$ cat src/rtl/lag_pkg.sv
// Shared definitions for the input-lag measurement controller.
// The state encoding is fixed so status readback stays stable across revisions.
package lag_pkg;

    localparam int LAG_W_DEF = 17;

    typedef enum logic [2:0] {
        IDLE   = 3'd0,
        DARK   = 3'd1,
        ARM    = 3'd2,
        FLASH  = 3'd3,
        RESULT = 3'd4,
        COOL   = 3'd5
    } lag_state_t;

endpackage

$ cat src/rtl/sensor_debounce.sv
// Photo sensor conditioning: 2-FF synchronizer followed by a stability filter.
// lit is active-high (light seen), while the raw sensor is active-low.
module sensor_debounce #(
    parameter int DEBOUNCE_CYC = 16
) (
    input  logic clock,
    input  logic reset,
    input  logic sensor_n,
    output logic lit
);

    localparam int CNT_W = (DEBOUNCE_CYC > 1) ? $clog2(DEBOUNCE_CYC) : 1;

    logic             sync_1;
    logic             sync_2;
    logic             light;
    logic [CNT_W-1:0] stable_cnt;

    assign light = ~sync_2;

    // The synchronizer resets to "dark" so the filter starts out agreeing with lit.
    always_ff @(posedge clock) begin
        if (!reset) begin
            sync_1     <= 1'b1;
            sync_2     <= 1'b1;
            stable_cnt <= '0;
            lit        <= 1'b0;
        end else begin
            sync_1 <= sensor_n;
            sync_2 <= sync_1;
            if (light == lit) begin
                stable_cnt <= '0;
            end else if (stable_cnt == CNT_W'(DEBOUNCE_CYC - 1)) begin
                lit        <= light;
                stable_cnt <= '0;
            end else begin
                stable_cnt <= stable_cnt + 1'b1;
            end
        end
    end

endmodule

$ cat src/rtl/lag_measure_ctrl.sv
// Input-lag measurement sequencer: flashes a patch at a frame start, times the
// photo sensor response in microseconds and keeps a block average of the results.
module lag_measure_ctrl
    import lag_pkg::*;
#(
    parameter int LAG_W        = LAG_W_DEF,
    parameter int MAX_US       = 100000,
    parameter int DEBOUNCE_CYC = 16,
    parameter int SETTLE_FRM   = 4,
    parameter int FLASH_FRM    = 8,
    parameter int COOL_FRM     = 16,
    parameter int AVG_LOG2     = 4
) (
    input  logic             clock,
    input  logic             reset,
    input  logic             enable,
    input  logic [7:0]       clks_per_us,
    input  logic             frame_start,
    input  logic             sensor_n,
    output logic             flash_on,
    output logic             busy,
    output logic             sample_valid,
    output logic [LAG_W-1:0] lag_us,
    output logic             timeout,
    output logic             avg_valid,
    output logic [LAG_W-1:0] avg_us
);

    localparam int FRM_W = 8;
    localparam int SUM_W = LAG_W + AVG_LOG2;

    lag_state_t          state;
    logic                lit;
    logic [7:0]          presc;
    logic [7:0]          presc_limit;
    logic                us_tick;
    logic [LAG_W-1:0]    us_cnt;
    logic [FRM_W-1:0]    frm_cnt;
    logic [SUM_W-1:0]    sum;
    logic [SUM_W-1:0]    sum_next;
    logic [AVG_LOG2-1:0] avg_cnt;

    sensor_debounce #(
        .DEBOUNCE_CYC(DEBOUNCE_CYC)
    ) u_debounce (
        .clock    (clock),
        .reset    (reset),
        .sensor_n (sensor_n),
        .lit      (lit)
    );

    // A >= compare lets a lowered clks_per_us take effect on the very next clock.
    assign presc_limit = (clks_per_us == 8'd0) ? 8'd1 : clks_per_us;
    assign us_tick     = (presc >= presc_limit - 8'd1);
    assign sum_next    = sum + SUM_W'(lag_us);

    always_ff @(posedge clock) begin
        if (!reset) begin
            state        <= IDLE;
            presc        <= '0;
            us_cnt       <= '0;
            frm_cnt      <= '0;
            flash_on     <= 1'b0;
            busy         <= 1'b0;
            sample_valid <= 1'b0;
            lag_us       <= '0;
            timeout      <= 1'b0;
        end else begin
            sample_valid <= 1'b0;
            presc        <= us_tick ? 8'd0 : presc + 8'd1;
            if (!enable) begin
                state    <= IDLE;
                flash_on <= 1'b0;
                busy     <= 1'b0;
                us_cnt   <= '0;
                frm_cnt  <= '0;
            end else begin
                case (state)
                    IDLE: begin
                        state   <= DARK;
                        busy    <= 1'b1;
                        frm_cnt <= '0;
                    end
                    DARK: begin
                        if (lit) begin
                            frm_cnt <= '0;
                        end else if (frame_start) begin
                            if (frm_cnt == FRM_W'(SETTLE_FRM - 1)) begin
                                state   <= ARM;
                                frm_cnt <= '0;
                            end else begin
                                frm_cnt <= frm_cnt + 1'b1;
                            end
                        end
                    end
                    ARM: begin
                        if (frame_start) begin
                            state    <= FLASH;
                            flash_on <= 1'b1;
                            us_cnt   <= '0;
                            presc    <= '0;
                            frm_cnt  <= '0;
                        end
                    end
                    // A light detection in the timeout cycle still counts as a real sample.
                    FLASH: begin
                        if (frame_start && frm_cnt < FRM_W'(FLASH_FRM)) begin
                            frm_cnt <= frm_cnt + 1'b1;
                        end
                        if (lit) begin
                            state        <= RESULT;
                            lag_us       <= us_cnt;
                            timeout      <= 1'b0;
                            sample_valid <= 1'b1;
                        end else if (us_cnt == LAG_W'(MAX_US)) begin
                            state        <= RESULT;
                            lag_us       <= LAG_W'(MAX_US);
                            timeout      <= 1'b1;
                            sample_valid <= 1'b1;
                        end else if (us_tick) begin
                            us_cnt <= us_cnt + 1'b1;
                        end
                    end
                    RESULT: begin
                        if (frm_cnt >= FRM_W'(FLASH_FRM)) begin
                            state    <= COOL;
                            flash_on <= 1'b0;
                            frm_cnt  <= '0;
                        end else if (frame_start) begin
                            frm_cnt <= frm_cnt + 1'b1;
                        end
                    end
                    COOL: begin
                        if (frame_start) begin
                            if (frm_cnt == FRM_W'(COOL_FRM - 1)) begin
                                state   <= DARK;
                                frm_cnt <= '0;
                            end else begin
                                frm_cnt <= frm_cnt + 1'b1;
                            end
                        end
                    end
                    default: begin
                        state <= IDLE;
                    end
                endcase
            end
        end
    end

    // Averager consumes the published sample, so avg_valid trails sample_valid by one clock.
    always_ff @(posedge clock) begin
        if (!reset) begin
            sum       <= '0;
            avg_cnt   <= '0;
            avg_us    <= '0;
            avg_valid <= 1'b0;
        end else begin
            avg_valid <= 1'b0;
            if (sample_valid && !timeout) begin
                if (avg_cnt == '1) begin
                    avg_us    <= sum_next[SUM_W-1:AVG_LOG2];
                    avg_valid <= 1'b1;
                    sum       <= '0;
                    avg_cnt   <= '0;
                end else begin
                    sum     <= sum_next;
                    avg_cnt <= avg_cnt + 1'b1;
                end
            end
        end
    end

endmodule

$ cat config.mk
export PLATFORM = sky130hd
export DESIGN_NAME = lag_measure_ctrl
export DESIGN_NICKNAME = d
export VERILOG_FILES = /design/src/rtl/lag_pkg.sv /design/src/rtl/sensor_debounce.sv /design/src/rtl/lag_measure_ctrl.sv
export SDC_FILE = /design/constraint.sdc
export NUM_CORES = 1
export LEC_CHECK = 0
export CORE_MARGIN = 5
export CORE_UTILIZATION = 46
export DETAILED_ROUTE_END_ITERATION = 12
export GPL_TIMING_DRIVEN = 0
export PLACE_DENSITY = 0.77
export SETUP_SLACK_MARGIN = 0.15
export SLEW_MARGIN = 5
export SYNTH_ARGS = -nofsm -noshare
export SYNTH_HDL_FRONTEND = slang
export SYNTH_SLANG_ARGS = --single-unit
$ cat constraint.sdc
create_clock -name clock -period 7.35 [get_ports clock]
set_input_delay 1.47 -clock clock [delete_from_list [all_inputs] [get_ports clock]]
set_output_delay 1.47 -clock clock [all_outputs]
set_load 0.005 [all_outputs]
# ---- Word level (Yosys, flattened, before mapping)
# Index checks and enable logic that the tools add are counted.
dict set report op_classes {
  n_addsub 7
  order_cmp 3
  eq_ne 25
  mux 42
  bitwise_logic 3
  reduce_logical 20
}
# cell n
set op_table {}
lappend op_table {{2-to-1 mux 8 bit} 14}
lappend op_table {{2-to-1 mux 17 bit} 6}
lappend op_table {{case mux 8 bit (6 select lines)} 1}
lappend op_table {{case mux 17 bit (2 select lines)} 1}
lappend op_table {{2-to-1 mux 3 bit} 9}
lappend op_table {{!= test 2 bit, second input constant} 11}
lappend op_table {{adder 21 x 17 -> 21 bit} 1}
lappend op_table {{2-to-1 mux 21 bit} 1}
lappend op_table {{case mux 3 bit (6 select lines)} 1}
lappend op_table {{adder 17 x 1 -> 17 bit, second input constant} 1}
lappend op_table {{== test 17 bit, second input constant} 1}
lappend op_table {{adder 8 x 1 -> 8 bit, second input constant} 2}
lappend op_table {{AND reduction 3 bit} 3}
lappend op_table {{adder 4 x 1 -> 4 bit, second input constant} 2}
lappend op_table {{== test 4 bit, second input constant} 2}
lappend op_table {{== test 8 x 2 -> 1 bit, second input constant} 1}
lappend op_table {{== test 8 x 4 -> 1 bit, second input constant} 1}
lappend op_table {{>= comparator 8 x 4 -> 1 bit, second input constant} 1}
lappend op_table {{>= comparator 8 bit} 1}
lappend op_table {{logical NOT 8 bit} 1}
lappend op_table {{< comparator 8 x 4 -> 1 bit, second input constant} 1}
lappend op_table {{AND reduction 2 bit} 4}
lappend op_table {{AND reduction 8 bit} 1}
lappend op_table {{subtractor 8 x 1 -> 8 bit, second input constant} 1}
lappend op_table {{18 further kinds} 32}
dict set report totals {
  regBits 107
  input_bits 13
  out_inout_bits 39
  wordCells 117
}

# ---- Longest topological paths before layout
dict set report logic_depth {
  word_depth 8
  mapped_depth 17
  depth_no_buf 15
}

# ---- Cells and area by module
# A second synthesis with hierarchy kept.
dict set report hier_totals {
  cells_unflattened 691
  hier_area_um2 5622.9
}
# mod instances cells_each area_each_um2 seq_area_each_um2
set modules_own_cells {}
lappend modules_own_cells {lag_measure_ctrl 1 666 5376.4 2001.9}
lappend modules_own_cells {sensor_debounce 1 25 246.5 140.1}

# ---- Worst setup path after synthesis
# No wires, ideal clock.
dict set report synth_timing {
  path_kind {input-to-reg}
  startpoint {input clks_per_us[1]}
  endpoint {register us_cnt[5]}
  setup_ns 0.096
  arrival_ns 4.249
  t_required_ns 7.254
  path_slack_ns 3.005
  stages 15
  path_buffers 0
  path_cell_list {nor4_1 nand2_1 o21ai_0 inv_1 ha_1 nand2_1 nor3_1 xnor2_1 ha_1 a21o_1 a21oi_1 inv_1 o211ai_1 nand2_1 a221oi_1}
}
dict set report synth_via {
  elab_chain_cells 6
}
# element line
set synth_rtl {}
lappend synth_rtl {{start: declaration} lag_measure_ctrl.sv:17} ;# input logic [7:0] clks_per_us,
lappend synth_rtl {{logical NOT 8 bit} lag_measure_ctrl.sv:53} ;# assign presc_limit = (clks_per_us == 8'd0) ? 8'd1 : clks_per_us;
lappend synth_rtl {{2-to-1 mux 8 bit (*)} lag_measure_ctrl.sv:53}
lappend synth_rtl {{subtractor 8 x 1 -> 8 bit (*)} lag_measure_ctrl.sv:54} ;# assign us_tick = (presc >= presc_limit - 8'd1);
lappend synth_rtl {{>= comparator 8 bit (*)} lag_measure_ctrl.sv:54}
lappend synth_rtl {{!= test 2 bit (no source line) (*)} --}
lappend synth_rtl {{AND reduction 5 bit (no source line) (*)} --}
lappend synth_rtl {{end signal: assignment} lag_measure_ctrl.sv:121} ;# us_cnt <= us_cnt + 1'b1;
lappend synth_rtl {{end: declaration} lag_measure_ctrl.sv:37} ;# logic [LAG_W-1:0] us_cnt;
# Mark *: on every way between the ends. The rest lies on a longest branch, timed or not.
# A chain may end at the register's enable or synchronous reset.

# ---- Worst setup path after layout
dict set report layout_timing {
  startpoint {input clks_per_us[2]}
  endpoint {register us_cnt[11]}
}
# Same word-level chain as after synthesis.

==> PnR_summary.wiki <==
{| class="wikitable"
! Metric !! Value
|-
| Run status || completed
|-
| # placed instances || 911
|-
| Finished Core Util || 55.9%
|-
| Pre-CTS setup slack || 1.84 ns
|-
| Average routed wire per standard cell || 16.1 µm
|-
| Area delta synth->final || 18.1%
|-
| Critical path's largest stage delay || 0.48 ns
|-
| Category of the critical setup timing path || input pin to flip-flop
|-
| Final number of hold-violating endpoints || 0
|-
| Nature of the critical path startpoint || input pin
|-
| Fraction of post-synthesis cell area in the top cell type by area || 37.4%
|-
| Post-Route Setup TNS || 0 ns
|-
| Number of global-route vias before repair || 5204
|-
| Aggregate global-route resource usage || 20.8%
|-
| Register Area || 2140 µm²
|-
| Uppermost signal routing layer after detailed routing || met4
|-
| Hold worst-path end || u_debounce.sync_2
|-
| PD cells || 171 nW/µm²
|-
| Antenna Nets Post-Route || 0
|-
| Peak fanout along the critical path || 10
|-
| Global-route wire length before repair || 25.0 mm
|-
| Proportion of layout cells with a drive suffix above 1 || 4.09%
|-
| Number of max-slew violations in the final report || 0
|-
| Min Clock Period, post-route || 5.16 ns
|-
| Crit share post-route || 70.2%
|-
| Clock tree from TritonCTS || built
|-
| Area contributors post-synth || sky130_fd_sc_hd__dfxtp_1 37%, sky130_fd_sc_hd__ha_1 7.2%, sky130_fd_sc_hd__nand2_1 4.8%
|-
| Slew at the pin closest to its max-slew limit || 0.841 ns
|-
| Avg Cell Area, Syn || 8.28 µm²
|-
| Post-layout total power || 1160 µW
|-
| Arrival time at the worst endpoint || 5.44 ns
|-
| Final setup slack of the worst path || 2.19 ns
|-
| Clock network latency to the later pin of the worst-skew pair || 0.35 ns
|-
| Net count, final || 801
|-
| Core region area || 12100 µm²
|-
| Sum of overflow across all layers after global routing || 0
|-
| Worst IR Drop VDD || 0.000133 V
|-
| Met3 layer wire length in the routed design || 809 µm
|-
| Horizontal die dimension || 122 µm
|-
| Final setup violating endpoints || 0
|-
| R2R Setup Slk || 4.31 ns
|-
| Number of top-level design ports || 52
|-
| Static power due to leakage || 0.00257 µW
|-
| Vias/cell || 5.80
|-
| Diodes inserted || 0
|-
| Area of the multi-input gates || 3360 µm²
|-
| Full die area || 14800 µm²
|-
| Worst Hold Class || flip-flop to flip-flop
|-
| Flip-flop and latch count after synthesis || 107
|-
| Most frequent cells after synthesis || 107 x sky130_fd_sc_hd__dfxtp_1, 73 x sky130_fd_sc_hd__nand2_1, 71 x sky130_fd_sc_hd__nor2_1
|-
| Cts repair resizes || 0
|-
| Hold buffer count at cts || 0
|-
| Routability congestion estimate from global placement || 0.970
|-
| Required time of the critical path || 7.63 ns
|-
| Worst max-slew margin expressed relative to the limit || 43.7%
|-
| Most used flip-flop cell after synthesis || sky130_fd_sc_hd__dfxtp_1
|-
| Clk sink count || 107
|-
| Layout Skew || 0.00738 ns
|-
| Hold-critical path depth || 1
|-
| Share of synthesized registers carrying an async set or reset || 0%
|-
| Final cell count without fillers || 926
|-
| Cell count after synthesis || 692
|-
| Port Buf Inserts || 51
|-
| Capture point of the worst reg-to-reg path || sum[20]
|-
| Number of antenna violations at the first check in global routing || 0
|-
| DRC violations left || 0
|-
| Number of vias in the routed layout || 5371
|-
| Fraction of the yosys area taken by sequential cells || 37.4%
|-
| Initial drt markers || 443
|-
| Maxcap violations || 0
|-
| Initial core utilization || 47.3%
|-
| Pin count of the biggest net entering global routing || 17
|-
| Fillers || 1115
|-
| M1 WL || 6.39 mm
|-
| Fmax achieved || 194 MHz
|-
| Number of warning messages in the yosys log || 0
|-
| Unrepaired setup endpoints after global routing || false
|-
| Count of different cell masters after synthesis || 64
|-
| Worst path cell trace || clkdlybuf4s50_1, nor4_1, nand2_1, o21ai_0, inv_1, ha_1, nand2_1, nor3_1, xnor2_1, ha_1, and3_1, nand3_1, o21ai_0, o211a_1, clkbuf_1, buf_2, a21oi_1, a31oi_1
|-
| Largest buffer count on any clock path || 2
|-
| Placed wire-length estimate || 11.4 mm
|-
| Cell with the most instances after synthesis || sky130_fd_sc_hd__dfxtp_1
|-
| Wire length reported by the detailed router || 14.9 mm
|-
| Post-Syn Area || 5730 µm²
|-
| Hold Path Origin || u_debounce.sync_1
|-
| Largest area contributor in the netlist || sky130_fd_sc_hd__dfxtp_1
|-
| H-tree level count || 3
|-
| R2R Path Start || lag_us[0]
|-
| Site Rows || 40
|-
| Number of cells on the worst reg-to-reg path || 9
|-
| CP endpoint kind || flip-flop
|-
| Die Height || 122 µm
|-
| CTS root buffer || sky130_fd_sc_hd__clkbuf_16
|-
| Setup repair bufs after CTS || 0
|-
| Count of flip-flops with a built-in enable after synthesis || 0
|-
| Routed length on met2 || 7.49 mm
|-
| Cell at the slowest stage of the critical path || sky130_fd_sc_hd__clkdlybuf4s50_1
|-
| Nets in the synthesized netlist || 739
|-
| TritonRoute pass-1 iters || 5
|-
| Clock transition at path regs || 0.07 ns
|-
| Num CTS Buffers || 9
|}
-- power by group --
group	internal (µW)	total (µW)	switching [µW]
Combinational	21.7	53.5	31.8
Sequential	584	589	5.23
Clock	305	515	211
-- worst max-delay path by stage --
stage	startpoint	endpoint	slack (ns)	cells past startpoint
floorplan	clks_per_us[1]	us_cnt[5]	3.00	15
CTS	clks_per_us[2]	us_cnt[8]	2.21	18
global placement	clks_per_us[2]	us_cnt[5]	2.10	16
global route	clks_per_us[2]	us_cnt[5]	1.82	15
detailed placement	clks_per_us[2]	us_cnt[5]	1.84	15
finish	clks_per_us[2]	us_cnt[11]	2.19	18
-- cell families after synthesis --
| logic type | synth area share (%) |
|---|---|
| AOI/OAI and AO/OA | 22.8 |
| xor gates and xnor gates | 4.13 |
| adders and majority gates | 7.56 |
| buffers and inverters | 4.02 |
| DFF | 37.4 |
| muxes | 0.874 |
| and+or+nand+nor | 23.3 |
-- routing by layer --
metal	up-vias	global-route usage [%]
li1	2654	-
met1	2537	25.2
met2	159	37.0
met3	21	4.78
met4	0	5.39
met5	-	0
-- layout by cell type, fill, tap and decap left out, types with 4 or more instances in the layout --
cell type                         netlist  layout
sky130_fd_sc_hd__a21oi_1               49      49
sky130_fd_sc_hd__xnor2_1               12      12
sky130_fd_sc_hd__clkbuf_1              24      24
sky130_fd_sc_hd__nor3_1                17      17
sky130_fd_sc_hd__inv_1                 29      29
sky130_fd_sc_hd__and2_1                 4       4
sky130_fd_sc_hd__clkdlybuf4s50_1        0      51
sky130_fd_sc_hd__o21a_1                 8       8
sky130_fd_sc_hd__nor4_1                 8       8
sky130_fd_sc_hd__a32o_1                 9       9
sky130_fd_sc_hd__dfxtp_1              107     107
sky130_fd_sc_hd__nand3_1               41      41
sky130_fd_sc_hd__nand3b_1               4       4
sky130_fd_sc_hd__o21ai_0               26      26
sky130_fd_sc_hd__mux2i_1                5       5
sky130_fd_sc_hd__clkbuf_16              0       9
sky130_fd_sc_hd__a31oi_1               10      10
sky130_fd_sc_hd__o2111ai_1              8       8
sky130_fd_sc_hd__a22o_1                 4       4
sky130_fd_sc_hd__ha_1                  33      33
sky130_fd_sc_hd__nand4_1                9       9
sky130_fd_sc_hd__a211o_1                4       4
sky130_fd_sc_hd__and3_1                12      12
sky130_fd_sc_hd__a22oi_1               13      13
sky130_fd_sc_hd__nand2_1               73      73
sky130_fd_sc_hd__or3_1                 11      11
sky130_fd_sc_hd__xor2_1                15      15
sky130_fd_sc_hd__a21o_1                 7       7
sky130_fd_sc_hd__o211ai_1              10      10
sky130_fd_sc_hd__nor2_1                71      71
sky130_fd_sc_hd__nand2b_1              11      11
sky130_fd_sc_hd__o221a_2                5       5
-- layout make-up --
| cell class | instances | share of cell area (%) |
|---|---|---|
| Buffer | 29 | 1.74 |
| Clock buffer | 10 | 3.53 |
| Clock inverter | 5 | 1.15 |
| Inverter | 30 | 1.66 |
| Multi-Input combinational cell | 526 | 49.6 |
| Sequential cell | 107 | 31.7 |
| Tap cell | 168 | 3.11 |
| Timing Repair Buffer | 51 | 7.55 |
-- registers in the layout, summed over array words and instances, names as in the netlist, 3 cells and up --
| signal | cells |
|---|---|
| lag_us | 17 |
| avg_us | 17 |
| presc | 8 |
| u_debounce.stable_cnt | 4 |
| us_cnt | 17 |
| sum | 21 |
| state | 3 |
| avg_cnt | 4 |
| frm_cnt | 8 |
-- critical path: cells and delay by family --
family          cells  cell delay [ns]
fa+ha+maj           2             0.50
compound gates      5             1.05
simple gates        6             1.03
buf+inv             4             1.26
xor+xnor            1             0.13
-- stage by stage --
step | area, µm² | hold slack [ns]
6_report | 6770 | 0.412
5_1_grt | 6770 | 0.446
4_1_cts | 6770 | 0.414
3_5_place_dp | 6450 | 0.397
3_3_place_gp | 6450 | 0.390
2_1_floorplan | 5730 | 0.386
Power figures use the tool's default switching activity.
